## src/rtl/load_store_unit_pkg.sv

```systemverilog
// Shared definitions for the load/store unit: FSM states, funct3 codes, error codes
// and the request-side lane helpers used when an access is accepted.
package load_store_unit_pkg;

    typedef enum logic [1:0] {
        ST_IDLE = 2'b00,
        ST_REQ  = 2'b01,
        ST_RESP = 2'b10
    } lsu_state_e;

    localparam logic [2:0] F3_B  = 3'b000;
    localparam logic [2:0] F3_H  = 3'b001;
    localparam logic [2:0] F3_W  = 3'b010;
    localparam logic [2:0] F3_BU = 3'b100;
    localparam logic [2:0] F3_HU = 3'b101;

    localparam logic [1:0] ERR_OK       = 2'b00;
    localparam logic [1:0] ERR_MISALIGN = 2'b01;
    localparam logic [1:0] ERR_TIMEOUT  = 2'b10;
    localparam logic [1:0] ERR_ILLEGAL  = 2'b11;

    function automatic logic f3_illegal(input logic [2:0] f3);
        case (f3)
            F3_B, F3_H, F3_W, F3_BU, F3_HU: return 1'b0;
            default:                        return 1'b1;
        endcase
    endfunction

    // size is funct3[1:0]: 00 byte, 01 half, 10 word
    function automatic logic size_misaligned(input logic [1:0] size, input logic [1:0] off);
        case (size)
            2'b01:   return off[0];
            2'b10:   return (off != 2'b00);
            default: return 1'b0;
        endcase
    endfunction

    function automatic logic [3:0] byte_enables(input logic [1:0] size, input logic [1:0] off);
        case (size)
            2'b00:   return 4'b0001 << off;
            2'b01:   return 4'b0011 << off;
            default: return 4'b1111;
        endcase
    endfunction

    function automatic logic [31:0] store_lanes(input logic [1:0] size, input logic [31:0] wdata);
        case (size)
            2'b00:   return {4{wdata[7:0]}};
            2'b01:   return {2{wdata[15:0]}};
            default: return wdata;
        endcase
    endfunction

endpackage

```

## src/rtl/load_store_unit_load_align.sv

```systemverilog
// Combinational load-data alignment: picks the addressed byte/half out of the read word
// and sign- or zero-extends it according to funct3.
module load_store_unit_load_align
    import load_store_unit_pkg::*;
(
    input  logic [31:0] rdata,
    input  logic [1:0]  offset,
    input  logic [2:0]  funct3,
    output logic [31:0] data
);

    logic [7:0]  byte_s;
    logic [15:0] half_s;
    logic        zext_s;

    assign zext_s = funct3[2];

    // Lane select and extension
    always_comb begin
        byte_s = 8'h00;
        half_s = 16'h0000;
        data   = 32'h0000_0000;
        case (offset)
            2'b00:   byte_s = rdata[7:0];
            2'b01:   byte_s = rdata[15:8];
            2'b10:   byte_s = rdata[23:16];
            2'b11:   byte_s = rdata[31:24];
            default: byte_s = 8'h00;
        endcase
        if (offset[1]) begin
            half_s = rdata[31:16];
        end else begin
            half_s = rdata[15:0];
        end
        case (funct3[1:0])
            2'b00:   data = zext_s ? {24'h000000, byte_s} : {{24{byte_s[7]}}, byte_s};
            2'b01:   data = zext_s ? {16'h0000, half_s}   : {{16{half_s[15]}}, half_s};
            default: data = rdata;
        endcase
    end

endmodule

```

## src/rtl/load_store_unit.sv

```systemverilog
// Data-memory access stage: accepts one load/store from the core, runs it over a req/ack
// memory port with an optional bus timeout, and returns aligned load data plus an error code.
module load_store_unit
    import load_store_unit_pkg::*;
#(
    parameter int WIDTH   = 32,
    parameter int TIMEOUT = 16
) (
    input  logic             clk,
    input  logic             rst,
    input  logic             req_valid,
    output logic             req_ready,
    input  logic             req_store,
    input  logic [2:0]       req_funct3,
    input  logic [WIDTH-1:0] req_addr,
    input  logic [WIDTH-1:0] req_wdata,
    output logic             resp_valid,
    output logic [WIDTH-1:0] resp_rdata,
    output logic [1:0]       resp_err,
    output logic             busy,
    output logic             mem_req,
    output logic             mem_we,
    output logic [WIDTH-1:0] mem_addr,
    output logic [3:0]       mem_be,
    output logic [WIDTH-1:0] mem_wdata,
    input  logic             mem_ack,
    input  logic [WIDTH-1:0] mem_rdata
);

    localparam int CW = (TIMEOUT > 1) ? $clog2(TIMEOUT) : 1;

    lsu_state_e      state_r, state_s;
    logic [CW-1:0]   tcnt_r;
    logic [1:0]      off_r;
    logic [2:0]      f3_r;
    logic            store_r;
    logic            mem_we_r;
    logic [WIDTH-1:0] mem_addr_r;
    logic [3:0]      mem_be_r;
    logic [WIDTH-1:0] mem_wdata_r;
    logic [WIDTH-1:0] resp_rdata_r;
    logic [1:0]      resp_err_r;

    logic            accept_s;
    logic [1:0]      req_err_s;
    logic            timeout_s;
    logic [31:0]     load_data_s;

    assign accept_s  = req_valid && (state_r == ST_IDLE);
    assign timeout_s = (TIMEOUT != 0) && (state_r == ST_REQ) && !mem_ack
                       && (tcnt_r == CW'(TIMEOUT - 1));

    // Accept-time checks: an illegal funct3 masks any alignment problem
    always_comb begin
        req_err_s = ERR_OK;
        if (f3_illegal(req_funct3)) begin
            req_err_s = ERR_ILLEGAL;
        end else if (size_misaligned(req_funct3[1:0], req_addr[1:0])) begin
            req_err_s = ERR_MISALIGN;
        end else begin
            req_err_s = ERR_OK;
        end
    end

    // Next-state logic
    always_comb begin
        state_s = state_r;
        case (state_r)
            ST_IDLE: begin
                if (accept_s) begin
                    state_s = (req_err_s != ERR_OK) ? ST_RESP : ST_REQ;
                end else begin
                    state_s = ST_IDLE;
                end
            end
            ST_REQ: begin
                if (mem_ack || timeout_s) begin
                    state_s = ST_RESP;
                end else begin
                    state_s = ST_REQ;
                end
            end
            ST_RESP: state_s = ST_IDLE;
            default: state_s = ST_IDLE;
        endcase
    end

    // State register and wait-cycle counter (counter sits at 0 outside REQ)
    always_ff @(posedge clk) begin
        if (rst) begin
            state_r <= ST_IDLE;
            tcnt_r  <= '0;
        end else begin
            state_r <= state_s;
            if (state_r != ST_REQ) begin
                tcnt_r <= '0;
            end else if (!mem_ack) begin
                tcnt_r <= tcnt_r + CW'(1);
            end
        end
    end

    load_store_unit_load_align u_align (
        .rdata  (mem_rdata),
        .offset (off_r),
        .funct3 (f3_r),
        .data   (load_data_s)
    );

    // Request latches, memory-port drive registers and the held response
    always_ff @(posedge clk) begin
        if (rst) begin
            off_r        <= 2'b00;
            f3_r         <= 3'b000;
            store_r      <= 1'b0;
            mem_we_r     <= 1'b0;
            mem_addr_r   <= '0;
            mem_be_r     <= 4'b0000;
            mem_wdata_r  <= '0;
            resp_rdata_r <= '0;
            resp_err_r   <= ERR_OK;
        end else begin
            if (accept_s) begin
                off_r   <= req_addr[1:0];
                f3_r    <= req_funct3;
                store_r <= req_store;
                if (req_err_s == ERR_OK) begin
                    mem_we_r    <= req_store;
                    mem_addr_r  <= {req_addr[WIDTH-1:2], 2'b00};
                    mem_be_r    <= byte_enables(req_funct3[1:0], req_addr[1:0]);
                    mem_wdata_r <= store_lanes(req_funct3[1:0], req_wdata);
                end else begin
                    resp_err_r   <= req_err_s;
                    resp_rdata_r <= '0;
                end
            end else if (state_r == ST_REQ) begin
                if (mem_ack) begin
                    resp_err_r   <= ERR_OK;
                    resp_rdata_r <= store_r ? '0 : load_data_s;
                end else if (timeout_s) begin
                    resp_err_r   <= ERR_TIMEOUT;
                    resp_rdata_r <= '0;
                end
            end
        end
    end

    assign req_ready  = (state_r == ST_IDLE);
    assign busy       = (state_r != ST_IDLE);
    assign mem_req    = (state_r == ST_REQ);
    assign resp_valid = (state_r == ST_RESP);
    assign mem_we     = mem_we_r;
    assign mem_addr   = mem_addr_r;
    assign mem_be     = mem_be_r;
    assign mem_wdata  = mem_wdata_r;
    assign resp_rdata = resp_rdata_r;
    assign resp_err   = resp_err_r;

endmodule
```

## config.mk

```make
export PLATFORM = sky130hd
export DESIGN_NAME = load_store_unit
export DESIGN_NICKNAME = d
export VERILOG_FILES = /design/src/rtl/load_store_unit_pkg.sv /design/src/rtl/load_store_unit_load_align.sv /design/src/rtl/load_store_unit.sv
export SDC_FILE = /design/constraint.sdc
export NUM_CORES = 1
export LEC_CHECK = 0
export BUFFER_PORTS_ARGS = -buffer_cell sky130_fd_sc_hd__buf_2
export CAP_MARGIN = 20
export CORE_AREA = 2 2 113 115
export CTS_CLUSTER_DIAMETER = 120
export CTS_CLUSTER_SIZE = 8
export DETAILED_ROUTE_END_ITERATION = 6
export DIE_AREA = 0 0 115 117
export PLACE_DENSITY = 0.76
export SLEW_MARGIN = 0
export SYNTH_ARGS = -nofsm -noshare
export SYNTH_HDL_FRONTEND = slang
export SYNTH_SLANG_ARGS = --single-unit
```

## constraint.sdc

```tcl
create_clock -name clk -period 2.56 [get_ports clk]
set_input_delay 0.64 -clock clk [delete_from_list [all_inputs] [get_ports clk]]
set_output_delay 0.64 -clock clk [all_outputs]
set_load 0.005 [all_outputs]
```

==> results.yml, run 1 <==
run_status:
  outcome: "finished clean"
global_route:
  grt_pass1_wl_um: 21600
  grtUsageTotal_pct: 20.4
  grt_max_degree: 79
  antenna_found_initial: 1
  grt_pass1_vias: 4421
  gr-total-overflow: 0
route:
  num_vias: 4795
  drt-total-wl_um: 13700
  drc: 0
  firstDrtPassIters: 4
  drt-initial-drc-count: 269
  via_per_inst: 5.20
  avgRoutedWirePerCell_um: 14.9
  ant_nets: 0
critical_path:
  critPathCaptureType: "register"
  crit_path_max_fanout: 39
  cp-start-kind: "primary input"
  rrSetupSlack_ps: 570
  arrival_ps: 2390
  crit_required_ps: 2890
  path_class: "in -> reg"
clock_network:
  ctsHoldBuffers: 0
  clk_latency_ps: 410
  htreeDepth: 4
  cts_sinks: 113
  cts_setup_buffers: 0
  cts_resized: 0
  root_buffer: "clkbuf_16"
  cts.path.max_buffers: 2
  cts_inserted_buffers: 17
  clkSlewWorstSetupHoldPaths_ps: 50
  cts_tree: "built"
final_layout:
  multi_input_area_um2: 2360
  final_nets: 867
  syn2layout_area_growth_pct: 38.9
  layout_commonest_cell: "buf_2"
  regArea_um2: 2260
  final_cell_mix: "buf_2, dfxtp_1, nand2_1"
  drive_gt1_share_pct: 34.6
  fillers: 1152
  stdcell_area_um2: 6690
worst_hold_path:
  min_path_type: "reg -> reg"
logic_synthesis:
  synth-edff-count: 0
  ys.flop_type: "dfxtp_1"
  synth.ff_latch_count: 113
  yosysTopAreaCell: "dfxtp_1"
  syn_inst: 560
  yosys.area_share.simple_pct: 19.9
  synth_top_family_by_area: "compound AO/OA/AOI/OAI gates"
  yosys_warnings: 0
  syn_area_per_cell_um2: 8.60
  async_reset_ff_share_pct: 0
  ys_top_cells_by_area: "dfxtp_1, nand2_1, a21oi_1"
  synth_compound_area_share_pct: 23.8
  synth_xor_xnor_area_share_pct: 0.546
  synth.distinct_cells: 50
  yosysSeqAreaShare_pct: 47.0
  netlist.area_leader.share_pct: 47.0
  synth-adder-area-share_pct: 1.04
  synthMuxAreaShare_pct: 2.96
  syn_area_um2: 4810
sta:
  hold_violations: 0
  worst_pin_slew_ps: 824
  period_share_pct: 80.4
  grt_setup_unrepaired: "false"
  finalCriticalPeriod_ps: 2060
  finalSetupTns_ps: 0
  clock_skew_ps: 5.88
  final-setup-viol-count: 0
  max_freq_mhz: 486
  drv_slew: 0
  slew_headroom_pct: 45.1
die:
  io_pins: 211
  core_um2: 12300
  start_util_pct: 39.1
  die_h_um: 117
  die_x_um: 115
  dieArea_um2: 13500
  rows: 41
pwr:
  power-per-cell-area_nw_per_um2: 766
  ir_drop_mv: 0.462
  internal_power_mw: 3.86
  seqPwrFrac_pct: 37.7
  p_clk_share_pct: 48.4
  p_leak_nw: 2.97
  combPwrFrac_pct: 13.9
  switching_power_mw: 1.26
  switching_share_pct: 24.6
placed_design:
  io_buffers: 208
  dp_hpwl_um: 10000
  placedInstanceArea_um2: 6060
  routabilityCongestion: 0.819
job:
  maxCapViolations: 0
==> critical path, cell delays in order <==
cell       delay [ps]
buf_2             100
inv_1              50
ha_1              260
o211a_1           280
a2111oi_4         400
buf_12            250
buf_12            180
nand2_1            70
a21oi_1           120
==> power groups by stage <==
| stage | combinational, mW | sequential, mW | clock (mW) |
|---|---|---|---|
| after CTS | 0.716 | 1.93 | 2.53 |
| after global routing | 0.794 | 1.94 | 2.61 |
| after floorplan | 0.395 | 1.96 | 0 |
| final | 0.711 | 1.93 | 2.48 |
| after global placement | 0.711 | 1.96 | 0 |
| after detailed placement | 0.712 | 1.97 | 0 |
==> path summary, 6_finish.rpt <==
| path | endpoint | cells past startpoint | from |
|---|---|---|---|
| worst max-delay path | mem_addr[21] | 9 | req_funct3[0] |
| worst min-delay path | mem_addr[2] | 2 | mem_addr[2] |
| worst max register to register | resp_rdata[18] | 5 | state_r[0] |
| worst min register to register | mem_addr[2] | 2 | mem_addr[2] |
==> registers in the layout (all words and copies together) (netlist names), 2 cells and up <==
signal / count
f3_r: 3
tcnt_r: 4
mem_wdata: 32
state_r: 2
resp_err: 2
mem_addr: 30
resp_rdata: 32
mem_be: 4
off_r: 2
==> area by class of cell <==
class	instances	share of cell area, %
sequential	113	33.8
tap	150	2.81
multi-input combinational	394	35.4
timing repair buffer	225	18.2
clock inverter	10	2.34
inverter	8	0.449
clock buffer	22	6.94
antenna	1	0.0374
==> cells in the mapped netlist, types with 7 or more instances <==
master,n
a21oi_1,62
a32o_1,7
nand2_1,102
a211oi_1,17
o21ai_0,11
nand2b_1,25
inv_1,7
a311oi_1,10
a22o_1,25
mux2i_1,12
o221ai_1,7
or3_1,7
o2bb2ai_1,8
clkbuf_1,34
buf_2,7
nor2_1,43
nor3_1,16
dfxtp_1,113
==> routing by layer <==
layer | wire (um) | global-route usage [%] | vias to the layer above
met5 | 0 | 0 | -
met4 | 345 | 10.1 | 0
met3 | 1280 | 7.21 | 29
met2 | 6180 | 32.0 | 223
met1 | 5910 | 25.0 | 2164
li1 | - | - | 2379
==> per-stage QoR <==
step	setup slack [ps]	cells	hold slack (ps)	utilization, %	power (mW)
final	502	923	452	54.3	5.12
after CTS	445	922	450	54.3	5.17
after global routing	339	923	456	54.3	5.35
after global placement	151	890	439	49.2	2.67
after detailed placement	98.2	890	443	49.2	2.68
after floorplan	221	561	453	-	2.36
==> kinds of logic (layout without fill, tap and decap cells) <==
group	count (synthesis)	count (layout)
buffers and inverters	54	265
AND/OR/NAND/NOR	211	211
AO/OA/AOI/OAI	160	160
XOR/XNOR	3	3
adder cells (fa/ha/maj)	4	4
other	1	3
flip-flops	113	113
multiplexers	14	14
Note: power is estimated with default switching activity, not from simulation.
==> run 2: changes to the inputs <==
PLACE_DENSITY = 0.79   (was 0.76)
clock period = 1.7 ns   (was 2.56 ns; I/O delays follow)
==> run 2 against run 1 <==
The run now ends with negative setup slack left. Critical path type is now reg -> reg. Sequential cell count unchanged. Non-clock buffer count grew 85. First-iteration DRC count grew 52%. Via count increased by 15%. Clock-buffer cell count decreased by 2. Clock skew rose by 0.95 ps. Worst setup slack worse by 770 ps. Total power up 64%. Combinational power increased by 150%. Register-to-register slack lost 830 ps. Wire length grew 33%.
==> results.yml, run 2 (synthesis gave the netlist of run 1 again) <==
die:
  start_util_pct: 39.1
  core_um2: 12300
  dieArea_um2: 13500
  rows: 41
  die_x_um: 115
  die_h_um: 117
  io_pins: 211
pwr:
  power-per-cell-area_nw_per_um2: 1030
  p_total_mw: 8.40
  p_leak_nw: 3.63
  ir_drop_mv: 0.679
run_status:
  violations: "negative setup slack"
  outcome: "finished with violations"
critical_path:
  slowest_delay_ps: 320
  path_class: "reg -> reg"
  crit_path_max_fanout: 7
  rr_worst_depth: 9
  path_cells: "buf_6, buf_6, nor3b_2, buf_4, buf_6, o2111ai_4, clkbuf_16, a211oi_1, nor3_1"
  reg2reg_from: "state_r[1]"
  crit_slowest_cell: "dfxtp_2"
  rrSetupSlack_ps: -260
  path_common_cell: "buf_6"
  rr_endpoint: "mem_wdata[28]"
  cp-start-kind: "register"
  crit_required_ps: 1950
  arrival_ps: 2220
  critPathCaptureType: "register"
route:
  num_vias: 5505
  avgRoutedWirePerCell_um: 18.1
  drt-initial-drc-count: 410
  firstDrtPassIters: 5
  drc: 0
  drt-total-wl_um: 18200
  via_per_inst: 5.47
  ant_nets: 0
sta:
  slew_headroom_pct: 35.5
  period_share_pct: 116
  hold_ws_ps: 243
  finalCriticalPeriod_ps: 1960
  hold_violations: 0
  grt_setup_unrepaired: "true"
  max_freq_mhz: 509
  fin_ws_ps: -264
  worst_pin_slew_ps: 968
  drv_slew: 0
  final-setup-viol-count: 102
  clock_skew_ps: 6.83
global_route:
  gr-total-overflow: 0
  antenna_found_initial: 0
  grt_max_degree: 79
  grt_pass1_wl_um: 25800
  grt_pass1_vias: 5179
  grtUsageTotal_pct: 25.0
clock_network:
  clkSlewWorstSetupHoldPaths_ps: 50
  root_buffer: "clkbuf_16"
  cts_tree: "built"
  cts.path.max_buffers: 2
  cts_sinks: 113
  cts_inserted_buffers: 17
  ctsHoldBuffers: 0
  htreeDepth: 4
  clk_latency_ps: 410
job:
  maxCapViolations: 0
final_layout:
  stdcell_area_um2: 8140
  diodes: 0
  final_nets: 952
  final_cell_mix: "buf_2, dfxtp_1, nand2_1"
  fillers: 921
  syn2layout_area_growth_pct: 69.0
  layout_commonest_cell: "buf_2"
  drive_gt1_share_pct: 50.4
  fin_util_pct: 66.1
worst_hold_path:
  min_to: "mem_addr[11]"
  min_path_type: "in -> reg"
  hold_path.startpoint: "req_addr[11]"
  hold-path-cell-count: 3
placed_design:
  routabilityCongestion: 0.798
  placedInstanceArea_um2: 6370
  io_buffers: 208
  dp_hpwl_um: 10600
-- run 2: routing by layer --
layer,share of wire (%),global-route usage [%],routed length (um)
met5,0,0,0
met4,4.5,14.0,814
met3,9.0,9.01,1650
met2,49,43.0,8980
met1,37,26.7,6740
-- run 2: repair_timing --
| action | CTS | global route |
|---|---|---|
| resized for setup | 69 | 89 |
| endpoints found under the setup margin | 102 | 104 |
| pin swaps | 36 | 43 |
| cloned | 11 | 5 |
| hold endpoints to repair | 0 | 0 |
| buffers inserted | 22 | 20 |
-- run 2: through the flow --
step,setup slack [ps],TNS [ps],std cells
finish,-264,-13210,1006
floorplan,-361,-24680,561
CTS,-174,-8890,989
detailed placement,-533,-45540,925
global placement,-480,-42030,925
global route,-449,-19650,1006
-- run 2: how the worst max path moves through the flow --
| stage | startpoint | to | cells past startpoint |
|---|---|---|---|
| 2_1_floorplan | rst | resp_rdata[21] | 7 |
| 3_3_place_gp | req_funct3[0] | mem_addr[25] | 9 |
| 3_5_place_dp | req_funct3[0] | mem_addr[7] | 9 |
| 4_1_cts | state_r[0] | resp_rdata[26] | 7 |
| 5_1_grt | state_r[1] | mem_wdata[28] | 9 |
| 6_report | state_r[1] | mem_wdata[28] | 9 |
-- run 2: report_power, final --
group | total [mW] | switching [mW] | internal, mW | leakage, nW
Combinational | 1.75 | 0.848 | 0.900 | 2.41
Sequential | 2.92 | 0.105 | 2.81 | 0.922
Clock | 3.74 | 1.23 | 2.51 | 0.305
Total | 8.40 | 2.19 | 6.22 | 3.63
-- run 2: cell type report --
cell class	count	area, um^2	share of cell area, %
well taps	150	188	2.31
clock inverters	11	161	1.98
repair buffers	310	2270	27.9
clock buffers	20	457	5.61
flip-flops and latches	113	2270	27.9
inverters	8	35.0	0.431
multi-input cells	394	2760	33.9
-- run 2: worst max-delay path: cells and delay by family (launching register included) --
| family | cells | cell delay (ps) |
|---|---|---|
| AND/OR/NAND/NOR | 2 | 280 |
| flip-flops | 1 | 320 |
| buffers and inverters | 5 | 730 |
| AO/OA/AOI/OAI | 2 | 480 |
==> run 3: changes to the inputs <==
SETUP_SLACK_MARGIN = 0.2   (was unset)
SLEW_MARGIN = 20   (was 0)
==> run 3 against run 2 <==
Sequential share of layout area is 1.5 points lower. Non-clock buffer count down 3. Critical path type unchanged. The flow still finishes with violations (negative setup slack). Register-to-register slack improved by 40 ps. Core utilization rose by 4.0 points. Cell area is 6.0% higher. Critical endpoint is now resp_rdata[22]. Highest routed layer unchanged.
==> results.yml, run 3 (synthesis gave the netlist of run 1 again) <==
run_status:
  outcome: "finished with violations"
  violations: "negative setup slack"
critical_path:
  path_common_cell: "or3b_4"
  crit_required_ps: 2070
  path_buf_inv: 3
  path_delay_family: "simple AND/OR/NAND/NOR gates"
  arrival_ps: 2290
  reg2reg_from: "state_r[1]"
  crit_slowest_cell: "or3b_4"
  slowest_delay_ps: 400
  crit_path_max_fanout: 8
  rrSetupSlack_ps: -220
  path_cells: "buf_6, or3b_4, or3b_4, a221oi_4, buf_4, buf_12, a22o_1"
  critPathCaptureType: "register"
  rr_worst_depth: 7
  path_class: "reg -> reg"
  cp-start-kind: "register"
  rr_endpoint: "resp_rdata[22]"
final_layout:
  fin_util_pct: 70.1
  final_cell_mix: "buf_2, dfxtp_1, nand2_1"
  final_nets: 949
  stdcell_count: 1005
  fillers: 829
  layout_commonest_cell: "buf_2"
  drive_gt1_share_pct: 58.4
  syn2layout_area_growth_pct: 79.1
clock_network:
  root_buffer: "clkbuf_16"
  clk_latency_ps: 430
  cts_tree: "built"
  cts_sinks: 113
  ctsHoldBuffers: 0
  clkSlewWorstSetupHoldPaths_ps: 60
  cts.path.max_buffers: 2
  htreeDepth: 4
  cts_inserted_buffers: 17
sta:
  grt_setup_unrepaired: "true"
  drv_slew: 0
  hold_violations: 0
  clock_skew_ps: 7.85
  final-setup-viol-count: 101
  worst_pin_slew_ps: 1090
  finalSetupTns_ps: -10440
  period_share_pct: 113
  finalCriticalPeriod_ps: 1920
  slew_headroom_pct: 27.1
  max_freq_mhz: 520
  fin_ws_ps: -225
route:
  num_vias: 5627
  drt-total-wl_um: 19800
  firstDrtPassIters: 6
  via_per_inst: 5.60
  ant_nets: 0
  drt-initial-drc-count: 343
  avgRoutedWirePerCell_um: 19.7
  drc: 0
die:
  dieArea_um2: 13500
  rows: 41
  core_um2: 12300
  start_util_pct: 39.1
  die_h_um: 117
  die_x_um: 115
  io_pins: 211
global_route:
  grtUsageTotal_pct: 26.7
  antenna_found_initial: 1
  gr-total-overflow: 0
  grt_max_degree: 79
  grt_pass1_vias: 5392
  grt_pass1_wl_um: 27600
worst_hold_path:
  min_to: "mem_addr[9]"
  min_path_type: "in -> reg"
  hold-path-cell-count: 3
  hold_path.startpoint: "req_addr[9]"
placed_design:
  routabilityCongestion: 0.869
  dp_hpwl_um: 10500
  io_buffers: 208
  placed_cells: 925
pwr:
  p_leak_nw: 3.76
  p_total_mw: 8.59
  power-per-cell-area_nw_per_um2: 996
  ir_drop_mv: 0.741
job:
  maxCapViolations: 0
-- run 3: layout make-up --
cell class	instances	area (um^2)	share of cell area [%]
diodes	1	2.50	0.0290
clock buffers	19	443	5.14
well taps	150	188	2.18
repair buffers	307	2380	27.6
inverters	8	45.0	0.522
flip-flops and latches	113	2270	26.3
multi-input cells	394	3130	36.3
clock inverters	13	161	1.87
-- run 3: stage by stage --
step,hold slack [ps],instance area [um^2],setup slack (ps)
finish,233,8620,-225
global route,236,8620,-282
CTS,224,7980,-175
detailed placement,443,6370,-555
global placement,438,6370,-497
floorplan,453,4920,-361
-- run 3: power breakdown --
| part | internal [mW] | total, mW | leakage [nW] | switching [mW] |
|---|---|---|---|---|
| clock | 2.34 | 3.68 | 0.285 | 1.35 |
| sequential | 2.81 | 2.94 | 0.922 | 0.133 |
| combinational | 0.989 | 1.96 | 2.55 | 0.972 |
-- run 3: worst reg2reg max path, stage by stage, from the launching register on --
cell,delay [ps]
dfxtp_2,330
buf_6,120
or3b_4,380
or3b_4,400
a221oi_4,220
buf_4,170
buf_12,110
a22o_1,130
-- run 3: layer usage --
metal / wire length, um / GRT usage, %
met1: 7080 / 28.9
met2: 10000 / 45.3
met3: 1810 / 9.47
met4: 852 / 15.5
met5: 0 / 0
-- run 3: timing repair --
| action | 4_1_cts | 5_1_grt |
|---|---|---|
| gates cloned | 13 | 4 |
| hold endpoints to repair | 0 | 0 |
| pin swaps | 57 | 40 |
| resized for setup | 131 | 134 |
| setup buffers | 23 | 7 |
| endpoints found under the setup margin | 109 | 113 |
-- run 3: how the worst max path moves through the flow --
stage             startpoint             end  slack [ps]  cells after the start
6_report          state_r[1]  resp_rdata[22]        -220                      7
2_1_floorplan            rst  resp_rdata[21]        -360                      7
3_3_place_gp   req_funct3[1]  resp_rdata[19]        -500                      8
4_1_cts           state_r[0]  resp_rdata[20]        -180                      7
5_1_grt           state_r[0]  resp_rdata[20]        -280                      7
3_5_place_dp   req_funct3[1]  resp_rdata[20]        -560                      8
